`src/rtl/bemf_integrator_mc.sv`:
```
`default_nettype none
// ============================================================================
// Module   : bemf_integrator_mc
// Brief    : Multi-channel back-EMF integrator. Per-channel calibration,
//            clear and accumulator storage with optional saturation.
// Revision : 1.0 - initial release
// ============================================================================
module bemf_integrator_mc #(
  parameter int NUM_CH = 4,
  parameter int CH_W   = 2,
  parameter int ADC_W  = 10,
  parameter int ACC_W  = 16,
  parameter int SHIFT  = 0,
  parameter int SAT_EN = 1
) (
  input  logic                    clk,
  input  logic                    rst,
  input  logic [ADC_W-1:0]        adc_h,
  input  logic [ADC_W-1:0]        adc_l,
  input  logic [CH_W-1:0]         ch_in,
  input  logic                    in_valid,
  input  logic                    calib_we,
  input  logic [CH_W-1:0]         calib_ch,
  input  logic signed [ACC_W-1:0] calib_data,
  input  logic                    clr_valid,
  input  logic [CH_W-1:0]         clr_ch,
  output logic signed [ACC_W-1:0] bemf_out,
  output logic [CH_W-1:0]         ch_out,
  output logic                    out_valid,
  output logic                    ovf_flag
);

  localparam logic [CH_W:0]        c_NUM_CH  = NUM_CH[CH_W:0];
  localparam logic [ACC_W-1:0]     c_ACC_MAX = {1'b0, {(ACC_W-1){1'b1}}};
  localparam logic [ACC_W-1:0]     c_ACC_MIN = {1'b1, {(ACC_W-1){1'b0}}};
  localparam logic [ACC_W-ADC_W-1:0] c_ZEXT  = '0;

  logic                    r_s0_vld, r_s1_vld, r_s2_vld, r_s3_vld;
  logic [ADC_W-1:0]        r_s0_h, r_s0_l;
  logic [CH_W-1:0]         r_s0_ch, r_s1_ch, r_s2_ch, r_s3_ch;
  logic signed [ACC_W-1:0] r_s1_diff, r_s1_cal, r_s2_sub, r_s3_cal;
  logic signed [ACC_W-1:0] r_acc   [NUM_CH];
  logic signed [ACC_W-1:0] r_calib [NUM_CH];

  logic                    w_in_ok;
  logic signed [ACC_W-1:0] w_diff, w_acc_cur, w_res;
  logic signed [ACC_W:0]   w_sum;
  logic                    w_ovf, w_clr_hit;

  assign w_in_ok   = in_valid && ({1'b0, ch_in} < c_NUM_CH);
  assign w_diff    = {c_ZEXT, r_s0_h} - {c_ZEXT, r_s0_l};
  assign w_acc_cur = r_acc[r_s3_ch];
  assign w_sum     = {w_acc_cur[ACC_W-1], w_acc_cur} + {r_s3_cal[ACC_W-1], r_s3_cal};
  assign w_ovf     = w_sum[ACC_W] ^ w_sum[ACC_W-1];
  // A clear of the channel being written this cycle overrides the update.
  assign w_clr_hit = clr_valid && (clr_ch == r_s3_ch);

  generate
    if (SAT_EN != 0) begin : g_sat
      assign w_res = !w_ovf ? w_sum[ACC_W-1:0] : (w_sum[ACC_W] ? c_ACC_MIN : c_ACC_MAX);
    end else begin : g_wrap
      assign w_res = w_sum[ACC_W-1:0];
    end
  endgenerate

  always_ff @(posedge clk or posedge rst) begin
    if (rst) begin
      r_s0_vld  <= 1'b0;
      r_s1_vld  <= 1'b0;
      r_s2_vld  <= 1'b0;
      r_s3_vld  <= 1'b0;
      r_s0_h    <= '0;
      r_s0_l    <= '0;
      r_s0_ch   <= '0;
      r_s1_ch   <= '0;
      r_s2_ch   <= '0;
      r_s3_ch   <= '0;
      r_s1_diff <= '0;
      r_s1_cal  <= '0;
      r_s2_sub  <= '0;
      r_s3_cal  <= '0;
    end else begin
      r_s0_vld  <= w_in_ok;
      r_s0_h    <= adc_h;
      r_s0_l    <= adc_l;
      r_s0_ch   <= ch_in;
      r_s1_vld  <= r_s0_vld;
      r_s1_ch   <= r_s0_ch;
      r_s1_diff <= w_diff;
      r_s1_cal  <= r_calib[r_s0_ch];
      r_s2_vld  <= r_s1_vld;
      r_s2_ch   <= r_s1_ch;
      r_s2_sub  <= r_s1_diff - r_s1_cal;
      r_s3_vld  <= r_s2_vld;
      r_s3_ch   <= r_s2_ch;
      r_s3_cal  <= r_s2_sub >>> SHIFT;
    end
  end

  always_ff @(posedge clk or posedge rst) begin
    if (rst) begin
      for (int i = 0; i < NUM_CH; i++) begin
        r_acc[i]   <= '0;
        r_calib[i] <= '0;
      end
    end else begin
      for (int i = 0; i < NUM_CH; i++) begin
        if (clr_valid && (clr_ch == CH_W'(i))) begin
          r_acc[i] <= '0;
        end else if (r_s3_vld && (r_s3_ch == CH_W'(i))) begin
          r_acc[i] <= w_res;
        end
        if (calib_we && (calib_ch == CH_W'(i))) begin
          r_calib[i] <= calib_data;
        end
      end
    end
  end

  always_ff @(posedge clk or posedge rst) begin
    if (rst) begin
      bemf_out  <= '0;
      ch_out    <= '0;
      out_valid <= 1'b0;
      ovf_flag  <= 1'b0;
    end else begin
      out_valid <= r_s3_vld;
      if (r_s3_vld) begin
        ch_out   <= r_s3_ch;
        bemf_out <= w_clr_hit ? '0 : w_res;
        ovf_flag <= w_clr_hit ? 1'b0 : w_ovf;
      end
    end
  end

endmodule
`default_nettype wire
```
`config.mk`:
```
export PLATFORM = sky130hd
export DESIGN_NAME = bemf_integrator_mc
export DESIGN_NICKNAME = d
export VERILOG_FILES = /design/src/rtl/bemf_integrator_mc.sv
export SDC_FILE = /design/constraint.sdc
export NUM_CORES = 1
export LEC_CHECK = 0
export BUFFER_PORTS_ARGS = -buffer_cell sky130_fd_sc_hd__buf_2
export CORE_ASPECT_RATIO = 1.2
export CORE_UTILIZATION = 34
export CTS_BUF_LIST = sky130_fd_sc_hd__clkbuf_8
export CTS_CLUSTER_SIZE = 25
export DETAILED_ROUTE_END_ITERATION = 7
export PLACE_DENSITY_LB_ADDON = 0.12
export SYNTH_ARGS = -nofsm -noshare
export SYNTH_HDL_FRONTEND = slang
export SYNTH_SLANG_ARGS = --single-unit
```
`constraint.sdc`:
```
create_clock -name clk -period 16.35 [get_ports clk]
set_input_delay 3.27 -clock clk [delete_from_list [all_inputs] [get_ports clk]]
set_output_delay 3.27 -clock clk [all_outputs]
set_load 0.02 [all_outputs]
```
-- After elaboration in Yosys (flattened, before gate mapping)
Index checks and enable logic that the tools add are counted.
- word-level logic and storage cells: 82
- output and inout port bits: 20
- flip-flop bits (word level): 239
- reduce and logical (&&, ||, !) cells: 20
- $add $sub $neg: 3
- eq/ne operators: 10
- multiplexer cells: 18
- bitwise operators: 3
- order comparisons: 2
- operator list (kind ; number):
    2-to-1 mux 16 bit ; 15
    binary-select mux 16 bit (select 2 bit) ; 2
    adder 16 x 16 -> 17 bit ; 1
    subtractor 11 x 16 -> 16 bit ; 1
    logical AND 1 bit ; 13
    == test 2 bit (second input constant) ; 6
    subtractor 10 x 10 -> 11 bit ; 1
    nonzero test 2 bit ; 4
    == test 2 x 1 -> 1 bit (second input constant) ; 3
    greater-or-equal comparator 3 bit (second input constant) ; 2
    zero test 2 bit ; 3
    inverter 2 -> 3 bit ; 2
    == test 2 bit ; 1
    2-to-1 mux 1 bit ; 1
    XOR 1 bit ; 1

-- Logic depth before layout (Yosys ltp)
Gate-level depths: netlist of run 1.
- depth in word-level cells: 9
- depth in mapped cells: 15
- gate-level depth less buffers: 11

-- Worst setup path after synthesis of run 1
Ideal clock, no wire load.
- kind: input port to flip-flop
- start: input port calib_ch[0]
- end: register r_calib[54] in the netlist's numbering
- setup slack: 11.612 ns
- buffers on the path: 1
- arrival: 4.614 ns
- stages on the path: 3
- required time: 16.225 ns
- library setup time: 0.125 ns
- cell sequence: nor3b_1 -> clkbuf_1 -> mux2_2
- longest elaborated chain between the ends: 2
- RTL lines (item ; RTL line ; RTL):
    start, declared ; 23 ; input logic [CH_W-1:0] calib_ch,
    zero test 2 bit ; 113 ; if (calib_we && (calib_ch == CH_W'(i))) begin
    logical AND 1 bit ; 113 ;
    end signal, assigned by index ; 114 ; r_calib[i] <= calib_data;
    end, declared ; 43 ; logic signed [ACC_W-1:0] r_calib [NUM_CH];
No other way between the ends.
A chain may end at the register's enable or synchronous reset.

-- Worst setup path in the final report of run 1
- start: register r_s3_ch[0]
- end: register r_acc[43] in the netlist's numbering
- longest elaborated chain between the ends: 9
- elaborated cells between the ends (all ways): 13
- classes of those cells: add/sub (1); eq/ne (1); mux (7); bitwise (2); reduce/logical (2)
- RTL lines (item ; RTL line ; RTL):
    start, declared ; 40 ; logic [CH_W-1:0] r_s0_ch, r_s1_ch, r_s2_ch, r_s3_ch;
    start signal, assigned ; 95 ; r_s3_ch <= r_s2_ch;
    inverter 2 -> 3 bit (implied by the code) ; 52 ; assign w_acc_cur = r_acc[r_s3_ch];
    binary-select mux 16 bit (select 2 bit) ; 52 ;
    2-to-1 mux 16 bit (implied by the code) (2 in series) ; 52 ;
    adder 16 x 16 -> 17 bit ; 53 ; assign w_sum = {w_acc_cur[ACC_W-1], w_acc_cur} + {r_s3_cal[ACC_W-1], r_s3_cal};
    2-to-1 mux 16 bit or XOR 1 bit (tied branches) ; 60, 54 ;
    2-to-1 mux 16 bit ; 60 ; assign w_res = !w_ovf ? w_sum[ACC_W-1:0] : (w_sum[ACC_W] ? c_ACC_MIN : c_ACC_MAX);
    2-to-1 mux 16 bit ; 110 ; end else if (r_s3_vld && (r_s3_ch == CH_W'(i))) begin
    2-to-1 mux 16 bit ; 108 ; if (clr_valid && (clr_ch == CH_W'(i))) begin
    end signal, assigned by index ; 111 ; r_acc[i] <= w_res;
    end, declared ; 42 ; logic signed [ACC_W-1:0] r_acc [NUM_CH];
Several ways; a longest one is shown, not always the timed one. The select of a mux whose other input is x is not followed.

==> flow_summary.yaml, run 1 <==
worst_setup_path:
  slowest_stage: "dfrtp_2"
  cp.depth: 9
  crit_buf_inv: 0
  cp-start-kind: "flip-flop"
  r2r-end: "r_acc[43]"
  slowest_delay_ps: 890
  r2r-start: "r_s3_ch[0]"
  crit_path_end_kind: "flip-flop"
  required_ps: 16770
  worstRegToRegCells: 9
  crit_path_end: "r_acc[43]"
  ff2ff_setup_slack_ps: 11840
  worstPathMaxFanout: 23
  cp-startpoint: "r_s3_ch[0]"
  crit_family: "compound AO/OA/AOI/OAI gates"
  crit_arrival_ps: 4920
  crit_path_cell_trace: "mux4_2 -> ha_1 -> a211oi_1 -> o21bai_1 -> a21oi_1 -> o21a_1 -> mux2_2 -> maj3_1 -> a22o_1"
  path_class: "reg -> reg"
cts:
  cts_resized: 0
  root_buffer: "clkbuf_8"
  cts_tree: "yes"
  cts_hold_buf: 0
  htreeDepth: 2
  clkSinkCount: 239
  cts_buffers: 44
  clockBufferDepth: 3
  clk_latency_ps: 540
  cts_setup_buffers: 0
  clk_pin_slew_ps: 60
logic_synthesis:
  ys.flop_type: "dfrtp_1"
  synth.area.top_cells: "dfrtp_1 56%, mux2_2 6.9%, mux4_2 6.7%, a22o_1 5.1%, ha_1 4.8%"
  yosys.area.top_type: "dfrtp_1"
  synth_seq_cells: 239
  postSynthCellCount: 816
  synth_warnings: 0
  seq_area_frac_synth: 0.557
  synthesis.nets: 907
  netlist-cell-type-count: 61
  synth_area_sq_um: 10700
  synth_enable_flop_cells: 0
  yosys.area.top_type_share: 0.557
  syn_avg_cell_area_sq_um: 13.2
  async_flop_share: 1.00
timing:
  slew_violations: 0
  max-slew-margin-rel: 0.261
  fin_crit_sh: 0.276
  layout_setup_ws_ps: 11840
  setup_tns_ps: 0
  worst_clock_skew_ps: 13.5
  fmax_ghz: 0.222
  setup-violations-final: 0
  finalHoldViolCount: 0
  worst_pin_slew_ps: 1110
  layout_min_cycle_time_ps: 4510
  grt_setup_unrepaired: "no"
layout:
  antennaDiodeCount: 0
  syn_to_final_growth_pct: 15.7
  layout_commonest_cell: "dfrtp_1"
  layout_common_cells: "238 x dfrtp_1, 66 x mux2_2, 66 x buf_2, 65 x inv_1, 62 x a22o_1"
  final_area_sq_um: 12400
  drive_above_1_share: 0.279
  nets: 992
grt:
  grtUsageTotal: 0.156
  grt_use_met3: 0.0322
  use_met1: 0.202
  use_met2: 0.259
  top_usage_layer: "met2"
  grt_pass1_wl_microns: 39000
  overflow: 0
  grt_pass1_vias: 6946
  antenna_found_initial: 0
  grt_max_degree: 113
power:
  ir_drop_v: 0.000102
  p_per_area_nw_per_um2: 206
  leakagePower_uw: 0.00567
  total_power_uw: 2560
routing:
  ant_nets: 0
  drtIter0Drc: 394
  vias: 6778
  drt_wl_total_microns: 24000
  avgViaCountPerCell: 5.12
  dr.pass1.iters: 4
  wire_per_inst_microns: 18.1
  drcViolationCount: 0
floorplan:
  dieHeight_microns: 197
  initial_core_util: 0.349
  io_pins: 67
  coreArea_sq_um: 30700
  die_w_microns: 164
  die_area_sq_um: 32300
  rows: 70
min_path:
  holdPathStages: 0
  hp-class: "reg -> reg"
place:
  dp_hpwl_microns: 15600
  place_ws_ps: 11340
  portBuffers: 66
  gp_congestion: 0.785
  dpl_cell_area_sq_um: 11500
outcome:
  status: "complete, no violations"
run:
  cap_violations: 0
-- worst register-to-register path, cell delays in order, from the launching register on --
cell,delay (ps)
dfrtp_2,890
mux4_2,720
ha_1,330
a211oi_1,380
o21bai_1,140
a21oi_1,350
o21a_1,250
mux2_2,560
maj3_1,520
a22o_1,240
-- metrics by stage --
stage | hold slack, ps | std cells | utilization
floorplan | 331 | 816 | -
finish | 341 | 1325 | 0.404
global route | 348 | 1325 | 0.404
detailed placement | 335 | 1251 | 0.375
global placement | 332 | 1251 | 0.375
CTS | 343 | 1325 | 0.404
-- Yosys cell counts (all sizes together), types with 10 or more instances --
cell	count
dfrtp	239
mux2	66
a22o	62
inv	54
ha	41
o21ai	41
mux4	32
nand2	31
a21oi	26
clkbuf	25
nor2	22
xnor2	22
maj3	14
nand3	12
nor3	11
buf	10
-- flip-flops by register name, indices dropped and copies added, names as in the netlist --
signal     cells
r_s1_cal      16
r_s0_vld       1
r_s0_h        10
r_acc         64
r_s3_ch        2
r_s1_vld       1
bemf_out      16
out_valid      1
r_s0_ch        2
r_s2_sub      16
r_s0_l        10
r_s3_vld       1
r_s3_cal      16
r_s2_vld       1
ovf_flag       1
r_s1_ch        2
r_s1_diff     11
r_s2_ch        2
ch_out         2
r_calib       64
-- power breakdown --
part           internal [uW]  leakage (uW)  total, uW  switching [uW]
Sequential               781       0.00290        868            87.7
Clock                    339      0.000503        582             244
Combinational            473       0.00226       1110             636
-- cells by family after synthesis --
| kind of cell | Yosys count | synth area share |
|---|---|---|
| DFF | 239 | 0.557 |
| AOI/OAI and AO/OA | 189 | 0.129 |
| and+or+nand+nor | 113 | 0.0524 |
| muxes | 101 | 0.139 |
| buffers and inverters | 89 | 0.0331 |
| adders and majority gates | 58 | 0.0678 |
| xor gates and xnor gates | 27 | 0.0220 |
-- routing by layer --
layer | part of all wire | wire (microns) | up-vias
met3 | 0.045 | 1090 | 51
met4 | 0.027 | 648 | 0
li1 | - | - | 3171
met2 | 0.49 | 11700 | 153
met1 | 0.44 | 10500 | 3403
met5 | 0 | 0 | -
-- layout make-up --
class | instances | area (sq um)
multi-input combinational | 488 | 4450
sequential | 239 | 5980
clock inverter | 21 | 170
fill | 2920 | 18300
clock buffer | 53 | 729
inverter | 54 | 210
timing repair buffer | 74 | 390
tap | 396 | 495
-- worst min path at each step --
stage                           start           to  slack (ps)
after floorplan              r_s0_vld     r_s1_vld         330
after global placement    r_s2_sub[5]  r_s3_cal[5]         330
after detailed placement   r_s1_ch[1]   r_s2_ch[1]         330
after CTS                  r_s2_ch[0]   r_s3_ch[0]         340
after global routing      r_s2_sub[1]  r_s3_cal[1]         350
final                     r_s2_sub[1]  r_s3_cal[1]         340
(Power assumes the default switching activity.)
==> inputs of run 2 (changes only) <==
--- a/config.mk
+++ b/config.mk
@@ -5,6 +5,7 @@
 export SDC_FILE = /design/constraint.sdc
 export NUM_CORES = 1
 export LEC_CHECK = 0
+export ABC_AREA = 1
 export BUFFER_PORTS_ARGS = -buffer_cell sky130_fd_sc_hd__buf_2
 export CORE_ASPECT_RATIO = 1.2
 export CORE_UTILIZATION = 34
==> constraint.sdc (replaced) <==
create_clock -name clk -period 4 [get_ports clk]
set_input_delay 0.8 -clock clk [delete_from_list [all_inputs] [get_ports clk]]
set_output_delay 0.8 -clock clk [all_outputs]
set_load 0.02 [all_outputs]
==> run 2 against run 1 <==
Largest power group unchanged. Clock skew is 44 ps higher. Fmax is 41% higher. Setup slack worse by 11000 ps. Die area is 2.1% higher. Critical path type unchanged. Highest routed layer unchanged. Final cell count is 35% higher. The run now ends with DRC left. Count of clock-buffer cells in the layout stayed put. Sequential share of layout area is 0.95 points lower. Utilization is 0.23 points lower.
==> flow_summary.yaml, run 2 <==
worst_setup_path:
  r2r-start: "r_s3_ch[1]"
  required_ps: 4440
  crit_arrival_ps: 3630
  worstPathMaxFanout: 23
  worstRegToRegCells: 16
  path_class: "reg -> reg"
  crit_path_end_kind: "flip-flop"
  cp-start-kind: "flip-flop"
  ff2ff_setup_slack_ps: 810
  r2r-end: "ovf_flag"
timing:
  worst_pin_slew_ps: 1140
  fin_crit_sh: 0.798
  fmax_ghz: 0.313
  layout_min_cycle_time_ps: 3190
  layout_setup_ws_ps: 809
  max-slew-margin-rel: 0.235
  slew_violations: 0
  worst_clock_skew_ps: 57.2
  finalHoldViolCount: 0
  setup-violations-final: 0
  grt_setup_unrepaired: "no"
  setup_tns_ps: 0
place:
  dp_hpwl_microns: 19100
  gp_congestion: 0.836
  portBuffers: 66
  place_ws_ps: 725
logic_synthesis:
  yosys.area.top_type_share: 0.545
  synth_compound_gate_area_share: 0.113
  synth_common_cells: "416 x nand2_1, 239 x dfrtp_1, 140 x o21ai_0"
  synth_top_family_by_area: "simple AND/OR/NAND/NOR gates"
  synth_seq_cells: 239
  synthMuxAreaShare: 0
  yosys.area_share.simple: 0.208
  netlist-cell-type-count: 35
  synth_area_sq_um: 11000
  async_flop_share: 1.00
  synthesis.nets: 1362
  yosysMostFrequentCell: "nand2_1"
  postSynthCellCount: 1271
  synth_xor_area_frac: 0.0248
  seq_area_frac_synth: 0.545
  synth_warnings: 0
  yosys.area.top_type: "dfrtp_1"
  synth.area.top_cells: "dfrtp_1 55%, nand2_1 14%, o21ai_0 6.4%, ha_1 4.7%, inv_1 3.7%"
  syn_avg_cell_area_sq_um: 8.63
  ys.flop_type: "dfrtp_1"
  synth-adder-area-share: 0.0522
  synth_enable_flop_cells: 0
min_path:
  hp-class: "in -> async"
layout:
  reg_top3: "r_acc (64), r_calib (64)"
  layout_common_cells: "416 x nand2_1, 239 x dfrtp_1, 140 x o21ai_0, 125 x inv_1, 81 x nor2_1"
  drive_above_1_share: 0.128
  post-route-util: 0.402
  nets: 1449
  antennaDiodeCount: 0
  syn_to_final_growth_pct: 15.6
  layout_commonest_cell: "nand2_1"
  fillers: 3231
grt:
  use_met2: 0.326
  grt_max_degree: 147
  top_usage_layer: "met2"
  grt_pass1_wl_microns: 46600
  antenna_found_initial: 0
  use_met1: 0.213
  grtUsageTotal: 0.181
  overflow: 0
  grt_use_met3: 0.0269
  grt_pass1_vias: 8700
routing:
  avgViaCountPerCell: 4.75
  vias: 8516
  drcViolationCount: 2
  drtIter0Drc: 423
  ant_nets: 0
  drt_wl_total_microns: 28700
  wire_per_inst_microns: 16.0
  dr.pass1.iters: 7
cts:
  clk_pin_slew_ps: 60
  cts_hold_buf: 0
  cts_buffers: 43
  root_buffer: "clkbuf_8"
  cts_setup_buffers: 0
  htreeDepth: 2
  cts_tree: "yes"
  clk_latency_ps: 570
  clockBufferDepth: 3
  cts_resized: 0
  clkSinkCount: 239
floorplan:
  coreArea_sq_um: 31500
  dieHeight_microns: 199
  die_area_sq_um: 33000
  die_w_microns: 166
  rows: 71
  initial_core_util: 0.348
  io_pins: 67
power:
  ir_drop_v: 0.000359
  p_per_area_nw_per_um2: 735
  switching_share: 0.407
  switching_power_uw: 3800
  power_frac_comb: 0.385
  internal_power_uw: 5520
  clkPwrFrac: 0.244
  leakagePower_uw: 0.00670
  power_frac_seq: 0.370
outcome:
  violations: "DRC"
  status: "complete, but fails checks"
run:
  cap_violations: 0
## run 2: cell types whose count changed after synthesis, moves of 12 or more
cell      before  now
mux4_2        32    0
clkbuf_1      25   37
a22o_1        62    4
maj3_2        12    0
o21ai_0       39  140
nand2_2        0   17
inv_1         54  109
xor2_1         5   22
mux2_2        66    0
nor2_1        22   81
nand2_1       31  416
xnor2_1       22    9
o22ai_1        1   31
nand3_1       12   42
## run 2: worst max-delay path, cell delays in order (launching register included)
cell	delay (ps)
dfrtp_1	380
inv_2	310
o21ai_0	160
o22ai_1	270
buf_4	180
ha_1	270
a21oi_1	210
nand2_1	100
a21oi_1	250
nand2_1	110
nand2_1	70
nand2_1	80
nand2_4	260
buf_4	210
nand2_1	50
nand2_1	60
nand2_1	60
## run 2: kinds of logic after synthesis
| logic type | count (synthesis) |
|---|---|
| fa+ha+maj | 44 |
| compound gates | 226 |
| simple gates | 571 |
| xor+xnor | 31 |
| flops | 239 |
| buf+inv | 160 |
## run 2: metrics by stage
step	instances	hold WS (ps)	total power (uW)	cell area (sq um)
6_report	1791	248	9320	12700
5_1_grt	1791	230	10100	12700
4_1_cts	1791	225	9470	12700
3_5_place_dp	1714	335	7130	11800
3_3_place_gp	1714	334	7110	11800
2_1_floorplan	1271	331	6000	11000
## run 2: worst max path at each step
stage,start,to,depth (start not counted)
floorplan,rst,bemf_out[0],1
global placement,r_s3_ch[1],r_acc[44],16
detailed placement,r_s3_ch[1],r_acc[13],16
CTS,r_s3_ch[1],r_acc[39],16
global route,r_s3_ch[1],ovf_flag,16
finish,r_s3_ch[1],ovf_flag,16
## run 2: layer usage
metal	up-vias	wire (microns)	part of all wire
met3	66	1010	0.035
li1	4265	-	-
met1	4002	12100	0.42
met5	-	0	0
met2	183	14400	0.50
met4	0	1140	0.040
## run 2: area by class of cell
type / instances / area [sq um] / area share
sequential: 239 / 5980 / 0.472
multi-input combinational: 872 / 4370 / 0.345
clock buffer: 53 / 729 / 0.0575
timing repair buffer: 87 / 526 / 0.0414
tap: 401 / 502 / 0.0396
inverter: 115 / 435 / 0.0343
clock inverter: 24 / 135 / 0.0107
## run 2: power by group through the flow
stage | Sequential (uW) | Clock [uW] | Combinational [uW]
after detailed placement | 3490 | 0 | 3640
after floorplan | 3450 | 0 | 2540
after global routing | 3530 | 2460 | 4080
final | 3450 | 2280 | 3590
after CTS | 3460 | 2360 | 3650
after global placement | 3500 | 0 | 3610
==> inputs of run 3 (changes only) <==
==> constraint.sdc (replaced) <==
create_clock -name clk -period 2.8 [get_ports clk]
set_input_delay 0.56 -clock clk [delete_from_list [all_inputs] [get_ports clk]]
set_output_delay 0.56 -clock clk [all_outputs]
set_load 0.02 [all_outputs]
==> run 3 against run 2 <==
The flow still finishes with violations (DRC). Sequential cell count unchanged. Routed wire length increased by 5.7%. Clock power increased by 37%. Combinational power increased by 110%. Critical path depth increased by 1. Global-route usage increased by 0.31 points. Sequential share of layout area decreased by 4.9 points. Register-to-register slack got worse by 760 ps. Non-clock buffer count increased by 88. Utilization increased by 4.6 points. Clock skew decreased by 19 ps. Critical endpoint is now bemf_out[4]. Largest cell class unchanged.
==> flow_summary.yaml, run 3 (synthesized netlist as in run 2, its figures left out) <==
outcome:
  violations: "DRC"
  status: "complete, but fails checks"
timing:
  finalHoldViolCount: 0
  fmax_ghz: 0.363
  fin_crit_sh: 0.984
  setup-violations-final: 0
  layout_min_cycle_time_ps: 2760
  worst_clock_skew_ps: 38.3
  slew_violations: 0
  worst_pin_slew_ps: 806
  max-slew-margin-rel: 0.462
  grt_setup_unrepaired: "yes"
  fin_hold_ws_ps: 72.8
floorplan:
  coreArea_sq_um: 31500
  initial_core_util: 0.348
  rows: 71
  io_pins: 67
  die_w_microns: 166
  die_area_sq_um: 33000
  dieHeight_microns: 199
routing:
  vias: 8965
  drt-met1-wl_microns: 12900
  drtIter0Drc: 466
  wire_per_inst_microns: 16.2
  drcViolationCount: 2
  highest_layer: "met4"
  avgViaCountPerCell: 4.79
  wl_met2_microns: 15200
  ant_nets: 0
  dr.pass1.iters: 7
  drt_wl_total_microns: 30300
  wl_met3_microns: 973
power:
  p_per_area_nw_per_um2: 1110
  ir_drop_v: 0.000491
  leakagePower_uw: 0.00729
  total_power_uw: 15700
worst_setup_path:
  worstRegToRegCells: 17
  crit_path_cell_trace: "clkinv_4 -> buf_12 -> buf_4 -> nor2_1 -> o22ai_2 -> ha_1 -> a21oi_1 -> nand2_2 -> a21oi_4 -> nand2_2 -> nand2_2 -> nand2_2 -> nand2_4 -> clkbuf_16 -> nand2_8 -> nand2_1 -> nand2_1"
  slowest_stage: "dfrtp_2"
  path_common_cell: "nand2_2"
  path_class: "reg -> reg"
  crit_arrival_ps: 3190
  crit_path_end_kind: "flip-flop"
  required_ps: 3230
  worstPathMaxFanout: 6
  slowest_delay_ps: 430
  cp-start-kind: "flip-flop"
place:
  dp_hpwl_microns: 19800
  dpl_cell_area_sq_um: 12400
  portBuffers: 66
  gp_congestion: 0.828
grt:
  grt_pass1_vias: 9020
  overflow: 0
  antenna_found_initial: 0
  grtUsageTotal: 0.185
  grt_max_degree: 71
  grt_pass1_wl_microns: 47300
cts:
  clkSinkCount: 239
  cts_hold_buf: 0
  root_buffer: "clkbuf_8"
  cts_tree: "yes"
  clockBufferDepth: 3
  cts_buffers: 42
  clk_pin_slew_ps: 60
  htreeDepth: 2
  clk_latency_ps: 560
layout:
  syn_to_final_growth_pct: 28.9
  nets: 1537
  layout_commonest_cell: "nand2_1"
  antennaDiodeCount: 0
  reg_top3: "r_acc (64), r_calib (64)"
  layout_common_cells: "376 x nand2_1, 238 x dfrtp_1, 118 x inv_1, 114 x o21ai_0, 84 x buf_4"
  final_area_sq_um: 14100
  drive_above_1_share: 0.253
run:
  cap_violations: 0
min_path:
  hp-class: "in -> async"
-- run 3: changes by cell type in the layout (fill, tap and decap cells not counted), moves of 10 or more --
cell,change
nand2_2,+23
nor2_2,+11
nand2_1,-40
buf_4,+66
o22ai_1,-12
o22ai_2,+12
buf_6,+11
ha_4,+11
nand2_4,+16
o21ai_0,-26
o21ai_2,+10
ha_1,-12
o21ai_1,+14
nor2_1,-13
-- run 3: worst paths after layout --
| path | from | slack [ps] | endpoint |
|---|---|---|---|
| setup / recovery | r_s3_ch[0] | 40 | bemf_out[4] |
| hold / removal | rst | 70 | r_s2_sub[11] |
| setup reg to reg | r_s3_ch[0] | 40 | bemf_out[4] |
| hold reg to reg | r_s2_sub[1] | 330 | r_s3_cal[1] |
| max in group asynchronous | rst | 1980 | r_acc[32] |
| min in group clk | in_valid | 110 | r_s0_vld |
-- run 3: area by class of cell --
class / instances / area (sq um)
fillers: 3071 / 17400
flip-flops and latches: 239 / 5980
multi-input cells: 873 / 5020
repair buffers: 175 / 1390
clock buffers: 52 / 716
well taps: 401 / 502
inverters: 115 / 443
clock inverters: 16 / 92.6
-- run 3: stage by stage --
stage / utilization / cells / TNS, ps / setup WS, ps
2_1_floorplan: - / 1271 / -213630 / -894
3_3_place_gp: 0.393 / 1782 / -3740 / -95.7
3_5_place_dp: 0.393 / 1782 / -4460 / -120
4_1_cts: 0.422 / 1851 / -43.1 / -11.6
5_1_grt: 0.448 / 1871 / -6820 / -117
6_report: 0.448 / 1871 / 0 / 44.3
-- run 3: power breakdown --
part	leakage, uW	internal, uW	total, uW	switching (uW)
clock network	0.000466	1750	3130	1390
registers	0.00296	4420	5020	600
logic	0.00386	3170	7570	4400
total	0.00729	9330	15700	6390
-- run 3: per-layer routing --
| metal | vias up | GRT usage |
|---|---|---|
| met5 | - | 0 |
| met4 | 0 | 0.0966 |
| met3 | 72 | 0.0314 |
| met2 | 177 | 0.328 |
| met1 | 4278 | 0.214 |
| li1 | 4438 | - |
-- run 3: repair_timing --
item	in CTS	in global routing
pin swaps	5	39
setup buffers	1	14
resized for setup	24	155
cloned	0	6
endpoints found under the setup margin	76	81
-- run 3: worst max-delay path: cells and delay by family, from the launching register on --
| kind | cells | cell delay [ps] |
|---|---|---|
| fa+ha+maj | 1 | 350 |
| simple gates | 9 | 770 |
| flops | 1 | 430 |
| compound gates | 3 | 490 |
| buf+inv | 4 | 600 |
